<file path="src/rtl/sat_window_accumulator_pkg.sv">
// Shared state encoding and clamp helper for the windowed saturating accumulator.
package sat_window_accumulator_pkg;

  typedef enum logic [1:0] {
    ST_IDLE  = 2'd0,
    ST_ACCUM = 2'd1,
    ST_HOLD  = 2'd2
  } state_e;

  // Largest unsigned value representable in w bits.
  function automatic int unsigned sat_max(input int unsigned w);
    return (32'd1 << w) - 32'd1;
  endfunction

endpackage

</file>
<file path="src/rtl/sat_window_accumulator_sat_add.sv">
// Combinational unsigned adder that clamps to the all-ones value of the S_W-bit result.
module sat_add_n
  import sat_window_accumulator_pkg::*;
#(
  parameter int A_W = 6,
  parameter int B_W = 4,
  parameter int S_W = 6
) (
  input  logic [A_W-1:0] a_i,
  input  logic [B_W-1:0] b_i,
  output logic [S_W-1:0] sum_o,
  output logic           clamped_o
);

  localparam int AB_W  = (A_W > B_W) ? A_W : B_W;
  localparam int SUM_W = ((AB_W > S_W) ? AB_W : S_W) + 1;
  localparam logic [SUM_W-1:0] MAX_V = SUM_W'(sat_max(S_W));

  // One spare bit guarantees the raw sum never wraps before the compare.
  logic [SUM_W-1:0] full_sum;

  always_comb begin
    full_sum  = SUM_W'(a_i) + SUM_W'(b_i);
    clamped_o = (full_sum > MAX_V);
    sum_o     = clamped_o ? '1 : full_sum[S_W-1:0];
  end

endmodule

</file>
<file path="src/rtl/sat_window_accumulator.sv">
// Accumulates WINDOW accepted samples with saturation and presents the total on a
// valid/ready output, flagging any clamp that occurred inside the window.
module sat_window_accumulator
  import sat_window_accumulator_pkg::*;
#(
  parameter int IN_W   = 4,
  parameter int ACC_W  = 6,
  parameter int WINDOW = 8
) (
  input  logic             clk,
  input  logic             rst_n,
  input  logic             clear,
  input  logic             in_valid,
  output logic             in_ready,
  input  logic [IN_W-1:0]  in_data,
  output logic             out_valid,
  input  logic             out_ready,
  output logic [ACC_W-1:0] out_data,
  output logic             out_sat,
  output logic             busy
);

  state_e           state_q;
  logic [ACC_W-1:0] acc_q;
  logic [7:0]       cnt_q;
  logic             sat_q;
  logic             out_valid_q;
  logic [ACC_W-1:0] out_data_q;
  logic             out_sat_q;

  logic [ACC_W-1:0] acc_d;
  logic             clamp_now;
  logic [7:0]       cnt_d;
  logic             sat_d;
  logic             accept;
  logic             last_sample;

  sat_add_n #(
    .A_W (ACC_W),
    .B_W (IN_W),
    .S_W (ACC_W)
  ) u_add (
    .a_i       (acc_q),
    .b_i       (in_data),
    .sum_o     (acc_d),
    .clamped_o (clamp_now)
  );

  always_comb begin
    in_ready    = (state_q != ST_HOLD);
    busy        = (state_q != ST_IDLE);
    accept      = in_valid & in_ready;
    cnt_d       = cnt_q + 8'd1;
    sat_d       = sat_q | clamp_now;
    // cnt_q is zero in IDLE, so this also covers a one-sample window.
    last_sample = (cnt_d == 8'(WINDOW));
  end

  assign out_valid = out_valid_q;
  assign out_data  = out_data_q;
  assign out_sat   = out_sat_q;

  always_ff @(posedge clk) begin
    if (!rst_n || clear) begin
      state_q     <= ST_IDLE;
      acc_q       <= '0;
      cnt_q       <= '0;
      sat_q       <= 1'b0;
      out_valid_q <= 1'b0;
      out_data_q  <= '0;
      out_sat_q   <= 1'b0;
    end else begin
      case (state_q)
        ST_IDLE, ST_ACCUM: begin
          if (accept) begin
            acc_q <= acc_d;
            cnt_q <= cnt_d;
            sat_q <= sat_d;
            if (last_sample) begin
              state_q     <= ST_HOLD;
              out_valid_q <= 1'b1;
              out_data_q  <= acc_d;
              out_sat_q   <= sat_d;
            end else begin
              state_q <= ST_ACCUM;
            end
          end
        end
        ST_HOLD: begin
          // Result stays frozen until the sink takes it; no new window overlaps.
          if (out_ready) begin
            out_valid_q <= 1'b0;
            acc_q       <= '0;
            cnt_q       <= '0;
            sat_q       <= 1'b0;
            state_q     <= ST_IDLE;
          end
        end
        default: state_q <= ST_IDLE;
      endcase
    end
  end

endmodule

</file>
<file path="config.mk">
export PLATFORM = sky130hd
export DESIGN_NAME = sat_window_accumulator
export DESIGN_NICKNAME = d
export VERILOG_FILES = /design/src/rtl/sat_window_accumulator_pkg.sv /design/src/rtl/sat_window_accumulator_sat_add.sv /design/src/rtl/sat_window_accumulator.sv
export SDC_FILE = /design/constraint.sdc
export NUM_CORES = 1
export LEC_CHECK = 0
export ABC_AREA = 1
export CAP_MARGIN = 0
export CORE_MARGIN = 2
export CORE_UTILIZATION = 51
export CTS_BUF_LIST = sky130_fd_sc_hd__clkbuf_8
export DETAILED_ROUTE_END_ITERATION = 10
export PLACE_DENSITY = 0.75
export SYNTH_ARGS = -nofsm -noshare
export SYNTH_HDL_FRONTEND = slang
export SYNTH_HIERARCHICAL = 1
export SYNTH_SLANG_ARGS = --single-unit
export TNS_END_PERCENT = 100
</file>
<file path="constraint.sdc">
create_clock -name clk -period 1.8 [get_ports clk]
set_input_delay 0.54 -clock clk [delete_from_list [all_inputs] [get_ports clk]]
set_output_delay 0.54 -clock clk [all_outputs]
set_load 0.005 [all_outputs]
</file>
-- After elaboration in Yosys (flattened, before gate mapping)
Cells that the tools add are included.
- register bits after elaboration: 25
- word-level logic and storage cells: 46
- add/subtract/negate cells: 2
- $lt $le $gt $ge: 1
- equal/unequal tests: 7
- mux-type cells: 17
- bitwise operators: 2
- reductions and logical operators: 10
- operators with widths (kind ; count):
    two-way mux 6 bit ; 3
    two-way mux 8 bit ; 2
    case mux 8 bit (2 select lines) ; 1
    case mux 6 bit (2 select lines) ; 1
    adder 8 x 1 -> 8 bit, second input constant ; 1
    == test 8 x 4 -> 1 bit, second input constant ; 1
    inequality test 2 bit, second input constant ; 4
    adder 6 x 4 -> 7 bit ; 1
    greater-than comparator 7 x 6 -> 1 bit, second input constant ; 1
    two-way mux 2 bit ; 3
    AND reduction 3 bit ; 2
    two-way mux 1 bit ; 4
    case mux 1 bit (2 select lines) ; 2
    case mux 2 bit (2 select lines) ; 1
    AND reduction 4 bit ; 1
    nonzero test 2 bit ; 2
    == test 2 x 1 -> 1 bit, second input constant ; 1
    == test 2 bit, second input constant ; 1
    logical NOT 2 bit ; 1
    AND reduction 2 bit ; 1
    OR reduction 2 bit ; 1
    bitwise AND 1 bit ; 1
    logical NOT 1 bit ; 1
    logical OR 1 bit ; 1
    OR 1 bit ; 1

-- Logic depth before layout (Yosys ltp)
- word-level depth: 5
- depth in mapped cells: 12

-- Hierarchy
Netlist, hierarchy kept.
- by module, submodules not included (module ; times used ; cells each ; area each (µm²) ; sequential area each (µm²)):
    sat_window_accumulator ; 1 ; 180 ; 1229.9 ; 500.5
    sat_add_n ; 1 ; 47 ; 265.3 ; 0.0

-- Worst setup path after synthesis
OpenSTA, ideal clock, no wires.
- kind: input to register
- start point: input port in_data[0]
- end point: register out_data_q[4], in the netlist out_data[4]
- library setup time: 110 ps
- arrival time: 1726 ps
- data required time: 1690 ps
- setup slack: -36 ps
- stages: 12
- cell sequence: ha_1 > inv_1 > fa_1 > inv_1 > nand3_1 > nand2_1 > nand3_1 > o21a_1 > inv_1 > nand4_1 > nand2_1 > nor2_1
- longest elaborated chain between the ends: 3
- RTL lines (what ; RTL line ; source):
    start: declaration ; sat_window_accumulator.sv:15 ; input logic [IN_W-1:0] in_data,
    adder 6 x 4 -> 7 bit * ; sat_window_accumulator_sat_add.sv:23 ; full_sum = SUM_W'(a_i) + SUM_W'(b_i);
    greater-than comparator 7 x 6 -> 1 bit ; sat_window_accumulator_sat_add.sv:24 ; clamped_o = (full_sum > MAX_V);
    two-way mux 6 bit * ; sat_window_accumulator_sat_add.sv:25 ; sum_o = clamped_o ? '1 : full_sum[S_W-1:0];
    net acc_d[4] ; sat_window_accumulator.sv:31 ; logic [ACC_W-1:0] acc_d;
    end signal: assignment ; sat_window_accumulator.sv:70 ; out_data_q <= '0;
    end signal: assignment ; sat_window_accumulator.sv:82 ; out_data_q <= acc_d;
    end: declaration ; sat_window_accumulator.sv:28 ; logic [ACC_W-1:0] out_data_q;
Mark *: on every way through the listed nets, which the timed path passes. The rest lies on a longest branch.
A chain may end at the register's enable or synchronous reset.

-- Worst setup path after layout
- start point: register state_q[0]
- end point: output port busy
- longest elaborated chain between the ends: 1
- RTL lines (what ; RTL line ; source):
    start: declaration ; sat_window_accumulator.sv:23 ; state_e state_q;
    start signal: assignment ; sat_window_accumulator.sv:65 ; state_q <= ST_IDLE;
    start signal: assignment ; sat_window_accumulator.sv:80 ; state_q <= ST_HOLD;
    start signal: assignment ; sat_window_accumulator.sv:85 ; state_q <= ST_ACCUM;
    nonzero test 2 bit ; sat_window_accumulator.sv:51 ; busy = (state_q != ST_IDLE);
    end: declaration ; sat_window_accumulator.sv:20 ; output logic busy
Every way passes these cells.

==> flow_summary.rst <==
.. list-table::
   :header-rows: 1

   * - Metric
     - Value
   * - Number of hold violations in the final report
     - 0
   * - Vertical die dimension
     - 58.1 um
   * - Net count after synthesis
     - about 240
   * - Delay of the slowest cell on the worst path
     - 340 ps
   * - First-pass detailed-route iteration total
     - 5
   * - Synth cell types
     - 28
   * - Post-detailed-route count of antenna-violating nets
     - 0
   * - Residual overflow from global routing
     - 0
   * - Portion of total power attributed to the clock network
     - 0.329
   * - Buffers from clock root to sink, at most
     - 2
   * - CTS sink count
     - 25
   * - Residual DRC count
     - 0
   * - Hold wc startpoint
     - sat_q
   * - Share of flip-flops with an asynchronous set or reset after synthesis
     - 0
   * - Number of synthesized flops with an enable pin
     - 0
   * - Outcome
     - finished clean
   * - Number of cell rows
     - 19
   * - Critical path data arrival time
     - roughly 1200 ps
   * - Worst reg2reg startpoint
     - cnt_q[1]
   * - Number of H-tree levels
     - 1
   * - Register bit total from synthesis
     - 25
   * - Maximum number of pins on one net before global-route repair
     - 16
   * - Type of origin of the critical path
     - flop
   * - Max-cap violations
     - 0
   * - Top cells by instance count after synthesis
     - nand2_1, inv_1, dfxtp_1
   * - Hold EP
     - sat_q
   * - Area delta synth->final
     - 28.5%
   * - Leading register cell type out of synthesis
     - dfxtp_1
   * - 1st-iter DRT viols
     - 51
   * - TritonCTS clock tree
     - yes
   * - Root buffer cell
     - clkbuf_8
   * - Total setup violations reported at the end of the flow
     - 0
   * - Worst setup path category
     - reg -> out
   * - Power Density
     - ~540 mW/mm2
   * - Register clock-pin slew on the reported worst setup and hold paths
     - 100 ps
   * - Initial antenna violation count
     - 0
   * - First-pass GRT wire length
     - about 5400 um
   * - HPWL after detailed placement
     - between 2000 and 2500 um
   * - Overall track demand over capacity in global routing
     - 0.207
   * - Top cell type's share of synthesized area
     - 0.335
   * - Power after layout
     - 1.05 mW
   * - Worst Path Buf+Inv
     - 1
   * - Number of top-level pins
     - 19
   * - Worst-case setup slack after placement
     - -541 ps
   * - Final layout net count
     - ~270
   * - Worst-margin pin slew
     - ~560 ps
   * - Final min period
     - 1690 ps
   * - CTS hold repair buffers
     - 0
   * - Routed via count divided by cell count
     - approximately 5.0
   * - Crit path cell chain
     - or2_2, dlygate4sd2_1
   * - Kind of cell adding the most delay to the critical path
     - flip-flops
   * - Leakage power
     - around 0.81 nW
   * - Cell with the most instances after synthesis
     - nand2_1
   * - Average cell area after synthesis
     - 6.59 um2
   * - Layout cell share with drive strength beyond 1
     - 0.237
   * - Post-synthesis cell area
     - 0.00150 mm2
   * - Routed wirelength normalized by instance count
     - roughly 11 um
   * - Number of I/O port buffers
     - 18
   * - Internal power
     - between 700 and 800 uW
   * - Number of slew-limit violations in the final report
     - 0
   * - Final GP Congestion
     - roughly 0.83
   * - Class of the tightest hold or removal check
     - reg -> reg
   * - Seq/Total Area, Yosys
     - 0.335
   * - Combinational cell fraction of total power
     - 0.131
   * - Reported net switching power
     - around 270 uW
   * - Clock latency on the worst-skew pair
     - roughly 270 ps
   * - Maximum fanout along the worst path
     - 3
   * - Number of clock buffers inserted by TritonCTS
     - 3
   * - Max Clk Rate
     - slightly below 0.6 GHz
   * - Slack of the critical path
     - between 100 and 150 ps
   * - Diode count
     - 0
   * - Critical-path cell with the highest stage delay
     - dfxtp_1
   * - Critical path required time
     - 1260 ps
   * - Largest clock skew in the final design
     - a little over 9 ps
   * - Die extent in x
     - slightly below 60 um
   * - Largest voltage drop on the vdd net
     - between 0.0007 and 0.0008 V
   * - Number of stages on the worst hold path
     - 2
   * - Switching Fraction
     - 0.255
   * - Crit path capture type
     - output pin
   * - Share of the clock period used by the worst path
     - 0.939
   * - Synth warnings
     - 6
   * - RR Endpoint
     - out_sat
   * - Biggest area contributors in the synthesized netlist
     - dfxtp_1, nand2_1, inv_1, a21oi_1, ha_1
   * - Synthesized instance count
     - roughly 230
   * - Total number of vias
     - 1437
   * - Reg2Reg Setup Slack
     - between 100 and 150 ps
   * - Starting density of the core
     - 0.538
   * - Via count of the first global-routing pass
     - 1340
   * - R2r worst-path depth
     - 10
   * - Floorplan core area
     - roughly 0.0028 mm2
   * - Fraction of power consumed by sequential logic
     - 0.540
   * - Cell taking the most area after synthesis
     - dfxtp_1
   * - Final wirelength
     - ~3100 um
   * - Die Outline Area
     - approximately 0.0034 mm2
   * - Worst slew slack as a fraction of its limit
     - 0.625
   * - Tightest hold margin
     - 463 ps
   * - Post-Route Setup TNS
     - 0 ps
==> kinds of logic after synthesis <==
kind of cell	share of synthesized area
AND/OR/NAND/NOR	0.377
buffers and inverters	0.124
AO/OA/AOI/OAI	0.0979
flip-flops	0.335
adder cells (fa/ha/maj)	0.0552
XOR/XNOR	0.0117
==> layout by cell type, fill, tap and decap left out, types with 2 or more instances in the layout <==
cell and count:
nand2_2 6, dlygate4sd2_1 5, nor2_1 14, inv_2 7, or2_2 4, xor2_1 2, o21ai_0 2, dfxtp_1 20
clkdlybuf4s50_1 12, nand3_2 7, buf_4 12, dfxtp_2 5, nand3_1 8, a21oi_1 19, nand4_1 7, ha_2 2
or2_1 2, ha_4 2, nor2_2 2, nand2_1 65, clkbuf_8 3, inv_1 35
==> through the flow <==
stage | instance area, um2 | std cells | utilization
finish | 1920 | 288 | 0.691
global route | 1920 | 288 | 0.691
CTS | 1870 | 286 | 0.671
detailed placement | 1780 | 282 | 0.640
global placement | 1780 | 282 | 0.640
floorplan | 1500 | 227 | -
==> layout make-up <==
type / instances / area, um2
inverter: 42 / 158
clock inverter: 1 / 7.51
clock buffer: 3 / 41.3
multi-input combinational: 155 / 891
timing repair buffer: 31 / 279
tap: 31 / 38.8
sequential: 25 / 507
fill: 239 / 860
==> power by group through the flow <==
stage	Sequential, mW	Combinational [mW]	Clock (mW)
2_1_floorplan	0.576	0.0720	0
5_1_grt	0.565	0.154	0.374
6_report	0.564	0.137	0.344
3_3_place_gp	0.576	0.128	0
4_1_cts	0.564	0.135	0.360
3_5_place_dp	0.576	0.129	0
==> worst reg2reg max path: stages (launching register included) <==
cell and delay [ps]:
dfxtp_2 350, ha_2 200, nand2_2 70, inv_1 120, nand3_2 110, nor2_4 140
nand2_4 70, nor2_8 170, nand3_2 170, nor2_1 120, nor2_1 60
==> sequential cells by signal, indices dropped and copies added (netlist names) <==
name and cells:
acc_q 6, out_valid 1, cnt_q 8, out_data 6, state_q 2, sat_q 1
out_sat 1
==> how the worst max path moves through the flow <==
stage / start / endpoint / cells after the start
4_1_cts: cnt_q[1] / out_sat / 11
3_3_place_gp: in_data[0] / out_data[4] / 13
2_1_floorplan: in_data[0] / out_data[4] / 12
5_1_grt: cnt_q[1] / out_data[1] / 11
6_report: state_q[0] / busy / 2
3_5_place_dp: in_data[0] / out_data[4] / 13
==> layer usage <==
metal,global-route usage,part of all wire
met1,0.253,0.48
met4,0.0664,0.012
met5,0,0
met3,0.0424,0.024
met2,0.362,0.49
==> what timing repair did <==
action                                  CTS  global route
pin swaps                                 6            12
resized for setup                        16            14
gates cloned                              0             1
buffers inserted                          0             2
endpoints found under the setup margin   16            12
(Power assumes the default switching activity.)
==> patch: new RTL, config.mk and constraints unchanged <==
Change the parameter `ACC_W` from 6 to 12.
--- a/src/rtl/sat_window_accumulator.sv
+++ b/src/rtl/sat_window_accumulator.sv
@@ -4,7 +4,7 @@
   import sat_window_accumulator_pkg::*;
 #(
   parameter int IN_W   = 4,
-  parameter int ACC_W  = 6,
+  parameter int ACC_W  = 12,
   parameter int WINDOW = 8
 ) (
   input  logic             clk,
Interface: changed (resized out_data); port bits go from 19 to 25. No check against the original RTL was run, so the function may have changed too.
==> patch against the original RTL <==
- the run now ends with negative setup slack left
- synthesized area grew 36%
- routed wire length grew 68%
- worst setup slack lost 0.11 ns
- global-route usage grew 3.3 points
- non-clock buffer count grew 22
- final area grew 48%
- combinational power grew 37%
- total power grew 68%
- critical path depth grew 10
- hold slack gained 0.0066 ns
- sequential cell count grew 12
- synthesized cell count grew 28%
- highest routed layer unchanged
==> patch: results (changes against the original RTL) <==
- The pin count of the biggest net entering global routing came to 34 (+18).
- The worst register-to-register path begins at acc_q[0]$_SDFFE_PP0P_.
- The worst-case setup slack after placement is -0.692 ns (-0.152 ns).
- The gate count of the mapped netlist was 290 (+28%).
- The number of DRC markers after the initial detailed-route iteration came to 112 (+120%).
- The half-perimeter wire length of the detailed placement result is 3190 µm (+44%).
- The run finished, with violations left.
- The number of levels the H-tree was split into is 2 (+1).
- The peak ir drop on the vdd network came to 0.396 mV (-46%).
- The number of cell instances on the worst register-to-register path is 12 (+2).
- The share of the yosys chip area belonging to registers is 36.5% (+3.0 points).
- The static power due to leakage was 1.11 nW (+37%).
- The peak fanout along the critical path is 5 (+2).
- The post-route setup TNS was -0.000561 ns (-0.000561 ns).
- The count of endpoints failing setup in the final report is 1 (+1).
- The met1 wire length is 2370 µm (+58%).
- The met2 global-route usage is 38.2% (+2.0 points).
- The data arrival time of the worst path is 2.02 ns (+0.87 ns).
- The global routing usage on met1 is 31.9% (+6.6 points).
- The per-cell routed wire length came to 13.6 µm (+25%).
- The global routing usage on met3 is 4.39% (+0.15 points).
- The total global routing track utilization was 24.0% (+3.3 points).
- The clock transition at the registers of the reported paths was 0.07 ns (-0.03 ns).
- The final non-filler cell total is 388 (+35%).
- The path with the worst hold slack has its endpoint at out_data[10]$_SDFFE_PP0P_.
- The placer's final routability congestion estimate came to 0.914 (+10%).
- The total placed cells including tap cells is 370 (+31%).
- The checks that failed: negative setup slack.
- The met2 wire length is 2570 µm (+68%).
- The worst clock skew is 0.00321 ns (-0.00604 ns).
- The slack of the critical path is -0.000561 ns (-0.111 ns).
- The length of the first detailed-routing pass in iterations is 4 (-1).
- The wire length of the first global-routing pass is 8340 µm (+54%).
[patch: changes by cell type after synthesis, moves of 11 or more]
cell     change
dfxtp_1     +12
inv_1       -13
nand3_1     +19
a21oi_1     +11
nand2_1     +23
[patch: final cells by class]
class	instances	area (µm²)	area share, %
Multi-Input combinational cell	214	1310	45.8
Sequential cell	37	748	26.3
Timing Repair Buffer	53	509	17.9
Inverter	28	110	3.86
Clock buffer	6	82.6	2.90
Tap cell	48	60.1	2.11
Clock inverter	2	33.8	1.19
[patch: timing repair]
action / in CTS / in global routing
setup endpoints to repair: 30 / 27
gates resized for setup: 25 / 25
buffers inserted: 5 / 5
pin swaps: 10 / 18
gates cloned: 0 / 0
[patch: kinds of logic (layout without fill, tap and decap cells)]
group / after synthesis / after routing / synth area share, %
buffers and inverters: 39 / 89 / 9.17
adders and majority gates: 6 / 6 / 4.06
AOI/OAI and AO/OA: 44 / 44 / 12.4
xor gates and xnor gates: 4 / 4 / 1.72
DFF: 37 / 37 / 36.5
and+or+nand+nor: 160 / 160 / 36.1
[patch: power groups by stage]
stage	clock network [mW]	logic, mW	registers, mW
2_1_floorplan	0	0.0854	0.848
3_3_place_gp	0	0.154	0.849
3_5_place_dp	0	0.155	0.849
4_1_cts	0.747	0.164	0.832
5_1_grt	0.790	0.203	0.832
6_report	0.740	0.188	0.832
[patch: critical path, stage by stage, from the launching register on]
cell and delay (ns):
dfxtp_2 0.36, ha_4 0.15, inv_2 0.04, fa_2 0.36, inv_2 0.06, nand3_2 0.07, nand2_4 0.10, nand3_2 0.08
nor2_1 0.11, nor2_1 0.04, nor2_1 0.15, nand3_1 0.09, a21oi_1 0.12
